[src/rtl/ir_nec_pkg.sv]
// Shared NEC IR definitions: tick constants, transmitter state encoding,
// remote scan codes and the frame-building helper used by TX and RX.
package ir_nec_pkg;

   localparam int NEC_TICK_CYCLES      = 1750;
   localparam int NEC_LEAD_MARK_TICKS  = 257;
   localparam int NEC_LEAD_SPACE_TICKS = 128;
   localparam int NEC_REP_SPACE_TICKS  = 64;
   localparam int NEC_BIT_MARK_TICKS   = 16;
   localparam int NEC_ZERO_SPACE_TICKS = 16;
   localparam int NEC_ONE_SPACE_TICKS  = 48;
   localparam int NEC_GAP_TICKS        = 1143;
   localparam int NEC_CARRIER_HALF     = 658;

   // Wide enough for the longest phase (GAP).
   localparam int NEC_TICK_W = 12;

   typedef enum logic [2:0] {
      IDLE,
      LEAD_MARK,
      LEAD_SPACE,
      BIT_MARK,
      BIT_SPACE,
      STOP_MARK,
      GAP
   } txState_t;

   localparam logic [7:0] CHANNEL_MINUS = 8'hA2;
   localparam logic [7:0] CHANNEL       = 8'h62;
   localparam logic [7:0] CHANNEL_PLUS  = 8'hE2;
   localparam logic [7:0] PREV          = 8'h22;
   localparam logic [7:0] NEXT          = 8'h02;
   localparam logic [7:0] PLAY_PAUSE    = 8'hC2;
   localparam logic [7:0] VOL_MINUS     = 8'hE0;
   localparam logic [7:0] VOL_PLUS      = 8'hA8;
   localparam logic [7:0] EQ            = 8'h90;
   localparam logic [7:0] N0            = 8'h68;
   localparam logic [7:0] N1            = 8'h30;
   localparam logic [7:0] N2            = 8'h18;
   localparam logic [7:0] N3            = 8'h7A;
   localparam logic [7:0] N4            = 8'h10;
   localparam logic [7:0] N5            = 8'h38;
   localparam logic [7:0] N6            = 8'h5A;
   localparam logic [7:0] N7            = 8'h42;
   localparam logic [7:0] N8            = 8'h4A;
   localparam logic [7:0] N9            = 8'h52;

   // Address and command each followed by their inverse, sent MSB first.
   function automatic logic [31:0] necFrame(input logic [7:0] addr, input logic [7:0] cmd);
      return {addr, ~addr, cmd, ~cmd};
   endfunction

   // Phases during which the LED envelope is lit.
   function automatic logic isMarkState(input txState_t s);
      return (s == LEAD_MARK) || (s == BIT_MARK) || (s == STOP_MARK);
   endfunction

endpackage

[src/rtl/ir_nec_tx_if.sv]
// Request/status bundle between the front-panel controller and the NEC transmitter.
interface ir_nec_tx_if;
   logic       start;
   logic       repeatReq;
   logic [7:0] address;
   logic [7:0] command;
   logic       irEnv;
   logic       irOut;
   logic       busy;
   logic       done;

   modport master (
      output start, repeatReq, address, command,
      input  irEnv, irOut, busy, done
   );

   modport slave (
      input  start, repeatReq, address, command,
      output irEnv, irOut, busy, done
   );
endinterface

[src/rtl/ir_tick_timer.sv]
// Phase timer: a prescaler producing slow ticks and a tick counter compared
// against the current phase length. Both sit at zero while idle and restart
// from zero on the cycle after a phase ends.
module ir_tick_timer
   import ir_nec_pkg::*;
#(
   parameter int TICK_CYCLES = NEC_TICK_CYCLES,
   parameter int TW          = NEC_TICK_W
)(
   input  logic          clk,
   input  logic          rst,
   input  logic          run,
   input  logic [TW-1:0] loadTicks,
   output logic          phaseEnd
);

   localparam int PRE_W = (TICK_CYCLES > 1) ? $clog2(TICK_CYCLES) : 1;
   localparam logic [PRE_W-1:0] PRE_LAST = PRE_W'(TICK_CYCLES - 1);

   logic [PRE_W-1:0] presc;
   logic [TW-1:0]    ticks;
   logic             preWrap;

   assign preWrap  = (presc == PRE_LAST);
   assign phaseEnd = run && preWrap && (ticks == (loadTicks - TW'(1)));

   // Count clk cycles into ticks; clear on idle and at every phase boundary.
   always_ff @(posedge clk) begin
      if (rst || !run || phaseEnd) begin
         presc <= '0;
         ticks <= '0;
      end else if (preWrap) begin
         presc <= '0;
         ticks <= ticks + TW'(1);
      end else begin
         presc <= presc + PRE_W'(1);
      end
   end

endmodule

[src/rtl/ir_nec_tx.sv]
// NEC IR transmitter: sends a 32-bit address/command frame or a repeat code
// as a mark/space envelope, optionally modulated onto a carrier.
module ir_nec_tx
   import ir_nec_pkg::*;
#(
   parameter int TICK_CYCLES      = NEC_TICK_CYCLES,
   parameter int LEAD_MARK_TICKS  = NEC_LEAD_MARK_TICKS,
   parameter int LEAD_SPACE_TICKS = NEC_LEAD_SPACE_TICKS,
   parameter int REP_SPACE_TICKS  = NEC_REP_SPACE_TICKS,
   parameter int BIT_MARK_TICKS   = NEC_BIT_MARK_TICKS,
   parameter int ZERO_SPACE_TICKS = NEC_ZERO_SPACE_TICKS,
   parameter int ONE_SPACE_TICKS  = NEC_ONE_SPACE_TICKS,
   parameter int GAP_TICKS        = NEC_GAP_TICKS,
   parameter int CARRIER_HALF     = NEC_CARRIER_HALF
)(
   input logic         clk,
   input logic         rst,
   ir_nec_tx_if.slave  bus
);

   localparam int TW = NEC_TICK_W;

   txState_t      state;
   txState_t      nextState;
   logic [31:0]   shift;
   logic [5:0]    bitCnt;
   logic          isRepeat;
   logic [TW-1:0] loadTicks;
   logic          phaseEnd;
   logic          accept;
   logic          envReg;
   logic          busyReg;
   logic          carrier;
   logic [15:0]   carrierCnt;

   ir_tick_timer #(
      .TICK_CYCLES (TICK_CYCLES),
      .TW          (TW)
   ) timer (
      .clk       (clk),
      .rst       (rst),
      .run       (state != IDLE),
      .loadTicks (loadTicks),
      .phaseEnd  (phaseEnd)
   );

   // Next-state logic and the tick length of the current phase.
   always_comb begin
      nextState = state;
      loadTicks = TW'(1);
      accept    = 1'b0;
      unique case (state)
         IDLE: begin
            if (bus.start || bus.repeatReq) begin
               accept    = 1'b1;
               nextState = LEAD_MARK;
            end
         end
         LEAD_MARK: begin
            loadTicks = TW'(LEAD_MARK_TICKS);
            if (phaseEnd) nextState = LEAD_SPACE;
         end
         LEAD_SPACE: begin
            loadTicks = isRepeat ? TW'(REP_SPACE_TICKS) : TW'(LEAD_SPACE_TICKS);
            if (phaseEnd) nextState = isRepeat ? STOP_MARK : BIT_MARK;
         end
         BIT_MARK: begin
            loadTicks = TW'(BIT_MARK_TICKS);
            if (phaseEnd) nextState = BIT_SPACE;
         end
         BIT_SPACE: begin
            loadTicks = shift[31] ? TW'(ONE_SPACE_TICKS) : TW'(ZERO_SPACE_TICKS);
            if (phaseEnd) nextState = (bitCnt == 6'd31) ? STOP_MARK : BIT_MARK;
         end
         STOP_MARK: begin
            loadTicks = TW'(BIT_MARK_TICKS);
            if (phaseEnd) nextState = GAP;
         end
         GAP: begin
            loadTicks = TW'(GAP_TICKS);
            if (phaseEnd) nextState = IDLE;
         end
         default: nextState = IDLE;
      endcase
   end

   // State register.
   always_ff @(posedge clk) begin
      if (rst) state <= IDLE;
      else     state <= nextState;
   end

   // Capture the frame on acceptance and shift it out one bit per data space.
   always_ff @(posedge clk) begin
      if (rst) begin
         shift    <= '0;
         bitCnt   <= '0;
         isRepeat <= 1'b0;
      end else if (accept) begin
         shift    <= necFrame(bus.address, bus.command);
         bitCnt   <= '0;
         isRepeat <= bus.repeatReq && !bus.start;
      end else if (state == LEAD_SPACE && phaseEnd) begin
         bitCnt <= '0;
      end else if (state == BIT_SPACE && phaseEnd) begin
         shift  <= {shift[30:0], 1'b0};
         bitCnt <= bitCnt + 6'd1;
      end
   end

   // Envelope and busy are registered from the upcoming state so they line up with it.
   always_ff @(posedge clk) begin
      if (rst) begin
         envReg  <= 1'b0;
         busyReg <= 1'b0;
      end else begin
         envReg  <= isMarkState(nextState);
         busyReg <= (nextState != IDLE);
      end
   end

   // Carrier restarts high at every mark entry and then toggles each half-period.
   always_ff @(posedge clk) begin
      if (rst) begin
         carrier    <= 1'b0;
         carrierCnt <= '0;
      end else if (isMarkState(nextState) && !isMarkState(state)) begin
         carrier    <= 1'b1;
         carrierCnt <= '0;
      end else if (CARRIER_HALF != 0) begin
         if (carrierCnt == 16'(CARRIER_HALF - 1)) begin
            carrier    <= ~carrier;
            carrierCnt <= '0;
         end else begin
            carrierCnt <= carrierCnt + 16'd1;
         end
      end
   end

   assign bus.irEnv = envReg;
   assign bus.irOut = (CARRIER_HALF == 0) ? envReg : (envReg & carrier);
   assign bus.busy  = busyReg;
   assign bus.done  = (state == GAP) && phaseEnd;

endmodule

[src/flat_wrapper.sv]
// flat-port wrapper written by rule: the top's interface ports become plain ports
module ir_nec_tx_flat import ir_nec_pkg::*;
#(
   parameter int TICK_CYCLES      = NEC_TICK_CYCLES,
   parameter int LEAD_MARK_TICKS  = NEC_LEAD_MARK_TICKS,
   parameter int LEAD_SPACE_TICKS = NEC_LEAD_SPACE_TICKS,
   parameter int REP_SPACE_TICKS  = NEC_REP_SPACE_TICKS,
   parameter int BIT_MARK_TICKS   = NEC_BIT_MARK_TICKS,
   parameter int ZERO_SPACE_TICKS = NEC_ZERO_SPACE_TICKS,
   parameter int ONE_SPACE_TICKS  = NEC_ONE_SPACE_TICKS,
   parameter int GAP_TICKS        = NEC_GAP_TICKS,
   parameter int CARRIER_HALF     = NEC_CARRIER_HALF
)
  (clk, rst, bus_start, bus_repeatReq, bus_address, bus_command, bus_irEnv, bus_irOut, bus_busy, bus_done);
  ir_nec_tx_if bus_i ();
  input logic clk;
  input logic rst;
  input wire logic [$bits(bus_i.start)-1:0] bus_start;
  input wire logic [$bits(bus_i.repeatReq)-1:0] bus_repeatReq;
  input wire logic [$bits(bus_i.address)-1:0] bus_address;
  input wire logic [$bits(bus_i.command)-1:0] bus_command;
  output wire logic [$bits(bus_i.irEnv)-1:0] bus_irEnv;
  output wire logic [$bits(bus_i.irOut)-1:0] bus_irOut;
  output wire logic [$bits(bus_i.busy)-1:0] bus_busy;
  output wire logic [$bits(bus_i.done)-1:0] bus_done;
  assign bus_i.start = bus_start;
  assign bus_i.repeatReq = bus_repeatReq;
  assign bus_i.address = bus_address;
  assign bus_i.command = bus_command;
  assign bus_irEnv = bus_i.irEnv;
  assign bus_irOut = bus_i.irOut;
  assign bus_busy = bus_i.busy;
  assign bus_done = bus_i.done;
  ir_nec_tx #(.TICK_CYCLES(TICK_CYCLES), .LEAD_MARK_TICKS(LEAD_MARK_TICKS), .LEAD_SPACE_TICKS(LEAD_SPACE_TICKS), .REP_SPACE_TICKS(REP_SPACE_TICKS), .BIT_MARK_TICKS(BIT_MARK_TICKS), .ZERO_SPACE_TICKS(ZERO_SPACE_TICKS), .ONE_SPACE_TICKS(ONE_SPACE_TICKS), .GAP_TICKS(GAP_TICKS), .CARRIER_HALF(CARRIER_HALF)) u_core (.clk(clk), .rst(rst), .bus(bus_i));
endmodule
[config.mk]
export PLATFORM = sky130hd
export DESIGN_NAME = ir_nec_tx_flat
export DESIGN_NICKNAME = d
export VERILOG_FILES = /design/src/rtl/ir_nec_pkg.sv /design/src/rtl/ir_nec_tx_if.sv /design/src/rtl/ir_tick_timer.sv /design/src/rtl/ir_nec_tx.sv /design/src/flat_wrapper.sv
export SDC_FILE = /design/constraint.sdc
export NUM_CORES = 1
export LEC_CHECK = 0
export CAP_MARGIN = 5
export CELL_PAD_IN_SITES_DETAIL_PLACEMENT = 0
export CELL_PAD_IN_SITES_GLOBAL_PLACEMENT = 1
export CORE_AREA = 3 3 98 100
export DETAILED_ROUTE_END_ITERATION = 7
export DIE_AREA = 0 0 101 103
export PLACE_DENSITY_LB_ADDON = 0.2
export SETUP_SLACK_MARGIN = 0.4
export SLEW_MARGIN = 20
export SYNTH_ARGS = -nofsm -noshare
export SYNTH_HDL_FRONTEND = slang
export SYNTH_HIERARCHICAL = 1
export SYNTH_SLANG_ARGS = --single-unit
[constraint.sdc]
create_clock -name clk -period 8.6 [get_ports clk]
set_clock_uncertainty 0.1 [all_clocks]
set_input_delay 1.72 -clock clk [delete_from_list [all_inputs] [get_ports clk]]
set_output_delay 1.72 -clock clk [all_outputs]
set_load 0.005 [all_outputs]
==> impl_metrics.tcl <==
set metrics [dict create \
    post_drt_wl_per_cell_um 13.7 \
    hold_start "u_core/shift[0]$_SDFFE_PP0P_" \
    start_util 0.494 \
    synth_edf_count 0 \
    required_ps 6780 \
    reg2regPathDepth 13 \
    row_count 34 \
    final_cell_area_mm2 0.00479 \
    path_max_fanout 19 \
    max_cap_violations 0 \
    synthFlopType "dfxtp_1" \
    fin_crit_sh 0.768 \
    core_area_mm2 0.00876 \
    synth-seq-cells 84 \
    drt-pass1-iter-count 4 \
    post_synth_inst_count 507 \
    antenna_cells 0 \
    cts_hold_buf 0 \
    cts_setup_buffers 0 \
    cts_buffers 9 \
    clk_path_buf_depth 2 \
    dp_cells 627 \
    drive_gt1_frac 0.0655 \
    setup-tns-final_ps 0 \
    ctsHtreeMaxLevel 3 \
    regToRegStartpoint "u_core/state[1]$_SDFF_PP0_" \
    arrival_ps 4790 \
    slew_violations 0 \
    grt_max_degree 39 \
    clock_latency_ps 360 \
    root_buffer "clkbuf_8" \
    place_area_mm2 0.00462 \
    max_freq_mhz 151 \
    place_congestion 0.904 \
    fin_util 0.546 \
    cts_tree "yes" \
    grt_pass1_vias 3189 \
    vias 3465 \
    p_leak_nw 1.64 \
    worst_pin_slew_ps 1000 \
    setup_violations 0 \
    hold_class "reg2reg" \
    finalHoldViolCount 0 \
    avgSynthCellArea_um2 8.54 \
    synth_area_leaders "dfxtp_1, nor2_1, xnor2_1, nand2_1, xor2_1" \
    stdcell_count 642 \
    drc 0 \
    fill_cells 850 \
    critical_path_class "reg2out" \
    rsz0062_at_grt "false" \
    layout_min_cycle_time_ps 6610 \
    dp_hpwl_um 6050 \
    dieArea_mm2 0.0104 \
    synth_common_cells "dfxtp_1, nor2_1, nand2_1" \
    grtUsageTotal 0.178 \
    antenna_left 0 \
    io-pin-count 24 \
    ir_worst_vdd_mv 0.0817 \
    outcome "complete, no violations" \
    routed_wl_um 8770 \
    slew_headroom 0.334 \
    clkSinkCount 84 \
    clkSlewWorstSetupHoldPaths_ps 80 \
    seq_area_frac_synth 0.389 \
    yosysTopAreaCell "dfxtp_1" \
    die_h_um 103 \
    portBuffers 23 \
    reg2reg_slack_ps 3340 \
    layout.nets 557 \
    regToRegEndpoint "u_core/shift[6]$_SDFFE_PP0P_" \
    hold-path-cell-count 2 \
    drt_iter0_markers 104 \
    power.density_mw_per_mm2 154 \
    grt.overflow.total 0 \
    area_growth_pct 10.6 \
    synth_top_cell_area_share 0.389 \
    via_per_inst 5.40 \
    whs_endpoint "u_core/shift[0]$_SDFFE_PP0P_" \
    fp.dieW_um 101 \
    cts_resized 0 \
    grt_pass1_wl_um 14900 \
    synth_area_mm2 0.00433 \
    async_reset_ff_frac 0 \
    ys_warn_count 6 \
    antenna_found_initial 0 \
    startpoint_type "flip-flop" \
    yosysUniqueCellTypes 62 \
    end_kind "primary output" \
]
state kept, by name, indices dropped and copies added (netlist names):
| register | cells |
|---|---|
| u_core/carrier | 1 |
| u_core/timer/ticks | 12 |
| u_core/bus.busy | 1 |
| u_core/carrierCnt | 16 |
| u_core/bus.irEnv | 1 |
| u_core/timer/presc | 11 |
| u_core/shift | 32 |
| u_core/isRepeat | 1 |
| u_core/state | 3 |
| u_core/bitCnt | 6 |
placed cells by master (no fill, tap or decap), types with 3 or more instances in the layout:
| master | count |
|---|---|
| dfxtp_1 | 84 |
| nand3_1 | 12 |
| nand4_1 | 9 |
| nor3b_1 | 5 |
| a311oi_1 | 17 |
| nand2b_1 | 7 |
| nor3_1 | 17 |
| xor2_1 | 21 |
| ha_1 | 7 |
| nor2_1 | 84 |
| clkbuf_8 | 9 |
| inv_6 | 3 |
| o21a_1 | 18 |
| nand2_1 | 60 |
| inv_1 | 11 |
| or2_2 | 3 |
| and3_1 | 8 |
| xnor2_1 | 31 |
| mux2i_1 | 18 |
| conb_1 | 10 |
| nor2b_1 | 8 |
| nor4_1 | 8 |
| a21oi_1 | 11 |
| and2_1 | 3 |
| clkdlybuf4s50_1 | 23 |
critical path, stage by stage (launching register included):
cell	delay (ps)
dfxtp_1	720
nand2_1	150
nor2_1	570
inv_1	110
ha_1	260
nor4b_2	210
a2111o_1	460
o311ai_0	100
a21oi_1	180
nor4_4	720
nor2b_1	300
nor2b_1	150
clkdlybuf4s50_1	510
area by class of cell:
cell class	instances	area, µm²	share of cell area
Timing Repair Buffer	25	245	0.0512
Multi-Input combinational cell	398	2510	0.524
Clock buffer	9	124	0.0259
Tap cell	108	135	0.0282
Inverter	12	45.0	0.00941
Clock inverter	6	46.3	0.00967
Sequential cell	84	1680	0.351
worst max path at each step:
stage	endpoint	start	cells past startpoint
floorplan	bus_done	u_core/state[2]$_SDFF_PP0_	14
global placement	bus_done	u_core/state[1]$_SDFF_PP0_	12
detailed placement	bus_done	u_core/state[1]$_SDFF_PP0_	12
CTS	bus_done	u_core/state[1]$_SDFF_PP0_	12
global route	bus_done	u_core/state[1]$_SDFF_PP0_	12
finish	bus_done	u_core/state[1]$_SDFF_PP0_	12
where the power goes:
group          internal, mW  switching (mW)  total, mW  leakage [nW]
logic                0.0317          0.0378     0.0695         0.868
registers             0.406          0.0118      0.417         0.686
clock network         0.106           0.147      0.253        0.0825
logic make-up (layout without fill, tap and decap cells):
kind of cell	count (synthesis)	in the layout	synth area share
flip-flops	84	84	0.389
multiplexers	19	19	0.0442
XOR/XNOR	52	52	0.105
AO/OA/AOI/OAI	66	66	0.118
other	1	10	0.000866
AND/OR/NAND/NOR	244	244	0.284
buffers and inverters	34	52	0.0390
adder cells (fa/ha/maj)	7	7	0.0202
per-layer routing:
| metal | share of wire | track usage | up-vias |
|---|---|---|---|
| met2 | 0.43 | 0.279 | 37 |
| met1 | 0.53 | 0.250 | 1611 |
| met3 | 0.029 | 0.0372 | 9 |
| met5 | 0 | 0 | - |
| li1 | - | - | 1808 |
| met4 | 0.010 | 0.0460 | 0 |
through the flow:
stage / power, mW / hold slack (ps) / setup WS [ps]
floorplan: 0.471 / 345 / 3400
global placement: 0.494 / 356 / 2610
detailed placement: 0.496 / 365 / 2380
CTS: 0.746 / 378 / 2010
global route: 0.776 / 407 / 1550
finish: 0.740 / 375 / 1990
No activity file was read; power rests on OpenSTA's default activity.
